File: config.mk
export PLATFORM = sky130hd
export DESIGN_NAME = updown_sweep_controller
export DESIGN_NICKNAME = d
export VERILOG_FILES = /design/src/rtl/updown_sweep_controller.sv
export SDC_FILE = /design/constraint.sdc
export NUM_CORES = 1
export LEC_CHECK = 0
export ABC_AREA = 1
export BUFFER_PORTS_ARGS = -buffer_cell sky130_fd_sc_hd__buf_2
export CAP_MARGIN = 20
export CORE_MARGIN = 2
export CORE_UTILIZATION = 38
export DETAILED_ROUTE_END_ITERATION = 10
export PLACE_DENSITY = 0.59
export SYNTH_ARGS = -nofsm -noshare
export SYNTH_HDL_FRONTEND = slang
export SYNTH_SLANG_ARGS = --single-unit
File: constraint.sdc
create_clock -name clk -period 2.1 [get_ports clk]
set_clock_uncertainty 0.15 [all_clocks]
set_input_delay 0.21 -clock clk [delete_from_list [all_inputs] [get_ports clk]]
set_output_delay 0.21 -clock clk [all_outputs]
set_load 0.01 [all_outputs]
File: src/rtl/updown_sweep_controller.sv
// Sequencer for a 4-bit up/down counter. It runs the counter through a
// programmed number of lo->hi->lo triangular sweeps and then parks it at lo.
// It also checks every fed-back count against its own expectation and flags
// the first divergence.
module updown_sweep_controller #(
    parameter int CNT_W   = 4,
    parameter int SWEEP_W = 4
) (
    input  logic               clk,
    input  logic               reset,
    input  logic               start,
    input  logic               stop,
    input  logic [CNT_W-1:0]   lo,
    input  logic [CNT_W-1:0]   hi,
    input  logic [SWEEP_W-1:0] sweeps,
    input  logic [CNT_W-1:0]   cnt_in,
    output logic               ctr_reset,
    output logic               ctr_load,
    output logic [CNT_W-1:0]   load_val,
    output logic               dir,
    output logic               busy,
    output logic               sweep_done,
    output logic [SWEEP_W-1:0] sweep_cnt,
    output logic               fault,
    output logic               cfg_err
);

    typedef enum logic [2:0] {
        IDLE,
        LOAD,
        UP,
        DOWN,
        HOLD
    } state_t;

    state_t             state;
    state_t             state_nxt;
    logic [CNT_W-1:0]   lo_r;
    logic [CNT_W-1:0]   hi_r;
    logic [SWEEP_W-1:0] sweeps_r;
    logic [CNT_W-1:0]   exp_cnt;

    logic               can_start;
    logic               accept;
    logic               reject;
    logic               at_hi;
    logic               at_lo;
    logic               mismatch;
    logic [SWEEP_W-1:0] sweep_next;
    logic               last_sweep;

    // Decode of start requests, bound hits and the feedback check.
    always_comb begin
        can_start  = start && ((state == IDLE) || (state == HOLD));
        accept     = can_start && (lo < hi);
        reject     = can_start && !(lo < hi);
        at_hi      = (cnt_in == hi_r);
        at_lo      = (cnt_in == lo_r);
        mismatch   = ((state == UP) || (state == DOWN)) && (cnt_in != exp_cnt);
        sweep_next = sweep_cnt + 1'b1;
        last_sweep = (sweeps_r != '0) && (sweep_next == sweeps_r);
        busy       = (state == LOAD) || (state == UP) || (state == DOWN);
    end

    // Next state and the combinational counter controls; stop and a failed
    // check both override whatever the sweep logic wanted.
    always_comb begin
        state_nxt = state;
        ctr_reset = 1'b0;
        ctr_load  = 1'b0;
        load_val  = '0;
        dir       = 1'b0;
        case (state)
            IDLE: begin
                ctr_reset = 1'b1;
                if (accept) state_nxt = LOAD;
            end
            LOAD: begin
                ctr_load  = 1'b1;
                load_val  = lo_r;
                state_nxt = UP;
            end
            UP: begin
                dir = at_hi;
                if (at_hi) state_nxt = DOWN;
            end
            DOWN: begin
                dir = !at_lo;
                if (at_lo) begin
                    if (last_sweep) begin
                        ctr_load  = 1'b1;
                        load_val  = lo_r;
                        state_nxt = HOLD;
                    end else begin
                        state_nxt = UP;
                    end
                end
            end
            HOLD: begin
                ctr_load = 1'b1;
                load_val = lo_r;
                if (accept) state_nxt = LOAD;
            end
            default: state_nxt = IDLE;
        endcase
        if (mismatch) state_nxt = IDLE;
        if (stop)     state_nxt = IDLE;
    end

    // State register.
    always_ff @(posedge clk) begin
        if (reset) state <= IDLE;
        else       state <= state_nxt;
    end

    // Run configuration, expected count, sweep progress and status flags.
    always_ff @(posedge clk) begin
        if (reset) begin
            lo_r       <= '0;
            hi_r       <= '0;
            sweeps_r   <= '0;
            exp_cnt    <= '0;
            sweep_cnt  <= '0;
            fault      <= 1'b0;
            sweep_done <= 1'b0;
            cfg_err    <= 1'b0;
        end else begin
            sweep_done <= 1'b0;
            cfg_err    <= 1'b0;
            if (!stop) begin
                if (accept) begin
                    lo_r      <= lo;
                    hi_r      <= hi;
                    sweeps_r  <= sweeps;
                    sweep_cnt <= '0;
                    fault     <= 1'b0;
                end
                if (reject) cfg_err <= 1'b1;
                if (mismatch) begin
                    fault <= 1'b1;
                end else begin
                    case (state)
                        LOAD: exp_cnt <= lo_r;
                        UP:   exp_cnt <= at_hi ? (hi_r - 1'b1) : (exp_cnt + 1'b1);
                        DOWN: begin
                            if (at_lo) begin
                                sweep_cnt <= sweep_next;
                                if (last_sweep) sweep_done <= 1'b1;
                                else            exp_cnt    <= lo_r + 1'b1;
                            end else begin
                                exp_cnt <= exp_cnt - 1'b1;
                            end
                        end
                        default: ;
                    endcase
                end
            end
        end
    end

endmodule

## Word level (Yosys, flattened, before mapping)

Cells that the tools add are included.

| cells by class | value |
|---|---|
| reductions and logical operators | 24 |
| $add $sub $neg | 5 |
| equality and inequality tests | 12 |
| bitwise gates (word level) | 3 |
| order comparisons | 1 |
| multiplexer cells | 24 |

Operators with widths:

| operator | count |
|---|---|
| 4-bit 2-to-1 mux | 9 |
| 4-bit by 1-bit adder with 4-bit output (second input constant) | 3 |
| 4-bit equality test | 3 |
| 3-bit 2-to-1 mux | 4 |
| 3-bit case mux with 4 select lines | 1 |
| 4-bit case mux with 3 select lines | 1 |
| 4-bit case mux with 2 select lines | 1 |
| 4-bit by 1-bit subtractor with 4-bit output (second input constant) | 2 |
| 3-bit by 2-bit equality test with 1-bit output (second input constant) | 2 |
| 1-bit 2-to-1 mux | 6 |
| 2-bit OR reduction | 3 |
| 1-bit logical AND | 5 |
| 1-bit logical OR | 4 |
| 4-bit less-than comparator | 1 |
| 2-bit inequality test (second input constant) | 2 |
| 4-bit inequality test | 1 |
| 1-bit case mux with 2 select lines | 2 |
| 2-bit AND reduction | 2 |
| 4-bit AND reduction | 1 |
| 4-bit nonzero test | 1 |
| 4-bit OR reduction | 1 |
| 3-bit by 1-bit equality test with 1-bit output (second input constant) | 1 |
| 3-bit equality test (second input constant) | 1 |
| 3-bit logical NOT | 1 |
| 8 further kinds | 11 |

| word-level totals | value |
|---|---|
| flip-flop bits (word level) | 26 |
| output and inout port bits | 15 |
| logic and storage cells | 78 |

## Longest topological paths before layout

| depth | value |
|---|---|
| depth in word-level cells | 8 |
| depth in mapped cells | 12 |

## Worst setup path after synthesis

Ideal clock, no wire load.

| path | value |
|---|---|
| path type | reg-to-output |
| from | register sweep_cnt[0] |
| to | output port load_val[0] |
| data arrival time | 1,623 ps |
| required time | 1,740 ps |
| stages on the path, launching flop included | 9 |
| setup slack | 117 ps |
| cells stage by stage | dfxtp_1 > ha_1 > xnor2_1 > nand2_1 > nor2_1 > nand3_4 > nand2_2 > inv_2 > nor2_1 |

| on the way | value |
|---|---|
| cells in the longest elaborated chain, start to end | 6 |

Ends and longest elaborated chain:

| what | line | source |
|---|---|---|
| start: declaration | 23 | `output logic [SWEEP_W-1:0] sweep_cnt,` |
| start signal: assignment | 147 | `sweep_cnt <= sweep_next;` |
| 4-bit by 1-bit adder with 4-bit output | 60 | `sweep_next = sweep_cnt + 1'b1;` |
| 4-bit equality test | 61 | `last_sweep = (sweeps_r != '0) && (sweep_next == sweeps_r);` |
| 1-bit logical AND | 61 |  |
| 4-bit 2-to-1 mux | 90 | `if (last_sweep) begin` |
| 4-bit 2-to-1 mux | 89 | `if (at_lo) begin` |
| 4-bit case mux with 2 select lines | 73 | `case (state)` |
| end: declaration | 19 | `output logic [CNT_W-1:0] load_val,` |

No other way between the ends.

## Final worst setup path

| path | value |
|---|---|
| from | register sweep_cnt[1] |
| to | output port load_val[0] |

The elaborated chain is that of the path after synthesis.

==> summary.md <==
| Metric | Value |
|---|---|
| Outcome | `complete, no violations` |
| Boundary Pins | `35` |
| HPWL after DPL | `around 3900 um` |
| Die Span Y | `74.7 um` |
| Register area | `538 um^2` |
| Worst slew pin tran | `around 650 ps` |
| Sequential power share | `about two fifths` |
| Yosys cell types | `28` |
| Clock sink count | `26` |
| Post-synth EDFFs | `0` |
| Die Width | `~75 um` |
| Syn Std Cell Area | `between 0.0015 and 0.002 mm^2` |
| Crit path cell chain | `ha_4, xnor2_2, nand2_2, nor2_4, nand3_4, nand2_4, inv_4, nor2_4, buf_6` |
| Final std cells w/o fill | `420` |
| Clk pin slew, worst setup/hold paths | `approximately 100 ps` |
| Critical path's top delay family | `simple AND/OR/NAND/NOR gates` |
| Area of the multi-input gates | `0.00125 mm^2` |
| Core Rows | `25` |
| Remaining antenna violation count after routing | `0` |
| Slew margin rel. | `56.7%` |
| Synth area leaders | `dfxtp_1, nand2_1, nand3_1` |
| Comb pwr share | `27.4%` |
| Clock buffer depth | `2` |
| CP Max Fanout | `4` |
| Final setup vio count | `0` |
| Max-cap viol count | `0` |
| Critical path type | `flop to output port` |
| Net Sw Frac | `31.9%` |
| Worst reg-to-reg path cell count | `8` |
| F_max | `around 0.49 GHz` |
| Fill count | `~500` |
| Sequential share of the synthesized area | `27.4%` |
| Final Cycle Share | `98.0%` |
| Crit path time final | `just over 2000 ps` |
| Arrival @ worst endpoint | `1700 ps` |
| IO buf count | `34` |
| Post-synth top area share | `27.4%` |
| FF-to-FF End | `sweep_done` |
| Peak VDD IR | `about 0.00033 V` |
| Commonest cells in the netlist | `nand2_1, inv_1, nand3_1, dfxtp_1, nor2_1` |
| Initial Util | `about 40%` |
| Reg2reg start | `exp_cnt[1]` |
| Most used cell, CP | `nor2_4` |
| CP max-delay cell | `dfxtp_2` |
| RSZ-0062 raised after global routing | `true` |
| Worst Setup EP | `load_val[0]` |
| Via count | `about 2k` |
| Synth Flop Type | `dfxtp_1` |
| First-pass GRT wire length | `between 8000 and 9000 um` |
| Worst stage delay on the critical path | `~350 ps` |
| Synth warnings | `0` |
| Synthesis-stage register bit count | `26` |
| Vias per Instance | `around 4.7` |
| Placed instance area | `~0.0022 mm^2` |
| TritonCTS clock tree | `done` |
| Leak pwr | `roughly 1.2 nW` |
| 1st-iter DRT viols | `about 110` |
| CTS root buffer | `clkbuf_8` |
| Power density over the cells | `around 560 mW/mm^2` |
| Count leader, synth | `nand2_1` |
| Levels on crit path | `9` |
| Critical Path Source | `sweep_cnt[1]` |
| Worst path bufs/invs | `2` |
| Final WL | `between 5000 and 6000 um` |
| Cells after Synth | `slightly above 300` |
| Final Net Count | `between 300 and 400` |
| Die ar. | `~0.0056 mm^2` |
| Worst Path Required | `1740 ps` |
| Hold Fails Final Rpt | `0` |
| Core area | `between 0.004 and 0.005 mm^2` |
| Area Growth Syn to Fin | `27.5%` |
| Routability cong. | `0.938` |
| Global Route Usage Sum | `between 10% and 20%` |
| Hold Crit Class | `primary input to flop` |
| Syn avg cell area | `between 6 and 7 um^2` |
| Hold_buf cts | `0` |
| Hold-critical path depth | `3` |
| Startpoint types | `flop` |
| Fin area | `0.00242 mm^2` |
| Clock power share | `about a third` |
| Vias in the first global route | `approximately 1.9k` |
| Yosys top cell by area | `dfxtp_1` |
| Initial antenna violation count | `0` |
| R2r setup slk | `between 200 and 250 ps` |
| Share of cells above drive strength 1 | `between 20% and 30%` |
| H-tree levels | `1` |
| Diode count | `0` |
| Grt total ovfl | `0` |
| Worst-skew pair later-pin latency | `around 280 ps` |
| Largest net degree at the start of global routing | `22` |
| Placed Cells | `around 400` |
| P_int | `a little over 0.0009 W` |
| Async SR Flop Fraction | `0%` |
| Synth Net Count | `roughly 330` |
| Sw Pwr | `roughly 0.00043 W` |
| Critical Path Sink Type | `output port` |
| Final Max Tran Viols | `0` |
| CTS Buf Count | `3` |
| Wire length per cell | `12.0 um` |
| Remaining routing DRC violations | `0` |
| DR pass1 iterations | `4` |
-- stage by stage --
step	utilization (%)	TNS [ps]	power [W]	setup slack (ps)	hold slack, ps
2_1_floorplan	-	0	0.000805	117	219
3_3_place_gp	45.5	0	0.000901	168	299
3_5_place_dp	45.5	0	0.000902	136	313
4_1_cts	48.3	0	0.00134	0.389	46.9
5_1_grt	50.6	-87.9	0.00145	-28.7	64.7
6_report	50.6	0	0.00136	41.4	43.6
-- worst min-delay path by stage --
stage / from / end
floorplan: start / cfg_err
global placement: sweeps_r[0] / sweeps_r[0]
detailed placement: sweeps_r[0] / sweeps_r[0]
CTS: start / cfg_err
global route: start / cfg_err
finish: start / cfg_err
-- flip-flops by register name, summed over array words and instances, names as in the netlist --
register / flops
cfg_err: 1
exp_cnt: 4
fault: 1
hi_r: 4
lo_r: 4
state: 3
sweep_cnt: 4
sweep_done: 1
sweeps_r: 4
-- layer usage --
| metal | wire (um) | track usage [%] | vias to the layer above |
|---|---|---|---|
| met2 | 2260 | 31.6 | 37 |
| met1 | 2510 | 27.2 | 870 |
| met4 | 56 | 5.36 | 0 |
| met3 | 189 | 2.14 | 4 |
| li1 | - | - | 1062 |
| met5 | 0 | 0 | - |
-- power by group through the flow --
stage | Combinational (W) | Clock (W) | Sequential [W]
after global routing | 0.000425 | 0.000461 | 0.000561
after CTS | 0.000346 | 0.000442 | 0.000555
final | 0.000371 | 0.000430 | 0.000555
after global placement | 0.000336 | 0 | 0.000565
after floorplan | 0.000248 | 0 | 0.000557
after detailed placement | 0.000336 | 0 | 0.000566
-- worst register-to-register path: stages (launching register included) --
cell,delay [ps]
dfxtp_1,350
inv_1,160
nand2_1,70
a21oi_1,270
nand2_1,170
nand3_1,150
nand2_1,140
nor2_2,200
and3_1,180
-- layout make-up --
type	count	area share, %
Clock buffer	3	1.70
Inverter	45	7.08
Clock inverter	1	1.24
Timing Repair Buffer	50	12.6
Sequential cell	26	22.2
Tap cell	67	3.46
Multi-Input combinational cell	228	51.8
-- cells by family after synthesis --
family,synth area share (%)
AOI/OAI and AO/OA,10.2
xor gates and xnor gates,4.15
adders and majority gates,5.27
buffers and inverters,10.3
DFF,27.4
and+or+nand+nor,42.7
-- layout by cell type, fill, tap and decap left out, types with 8 or more instances in the layout --
cell / synthesis / layout
a21oi_1: 18 / 18
buf_2: 3 / 33
buf_4: 0 / 14
dfxtp_1: 26 / 18
inv_1: 36 / 34
inv_2: 9 / 10
nand2_1: 94 / 89
nand2_2: 4 / 8
nand3_1: 34 / 34
nor2_1: 22 / 17
o21ai_0: 15 / 15
-- what timing repair did --
| item | CTS | global route |
|---|---|---|
| hold endpoints to repair | 0 | 0 |
| resized for setup | 14 | 20 |
| pin swaps | 4 | 7 |
| endpoints found under the setup margin | 4 | 6 |
| setup buffers | 3 | 6 |
(Power assumes the default switching activity.)
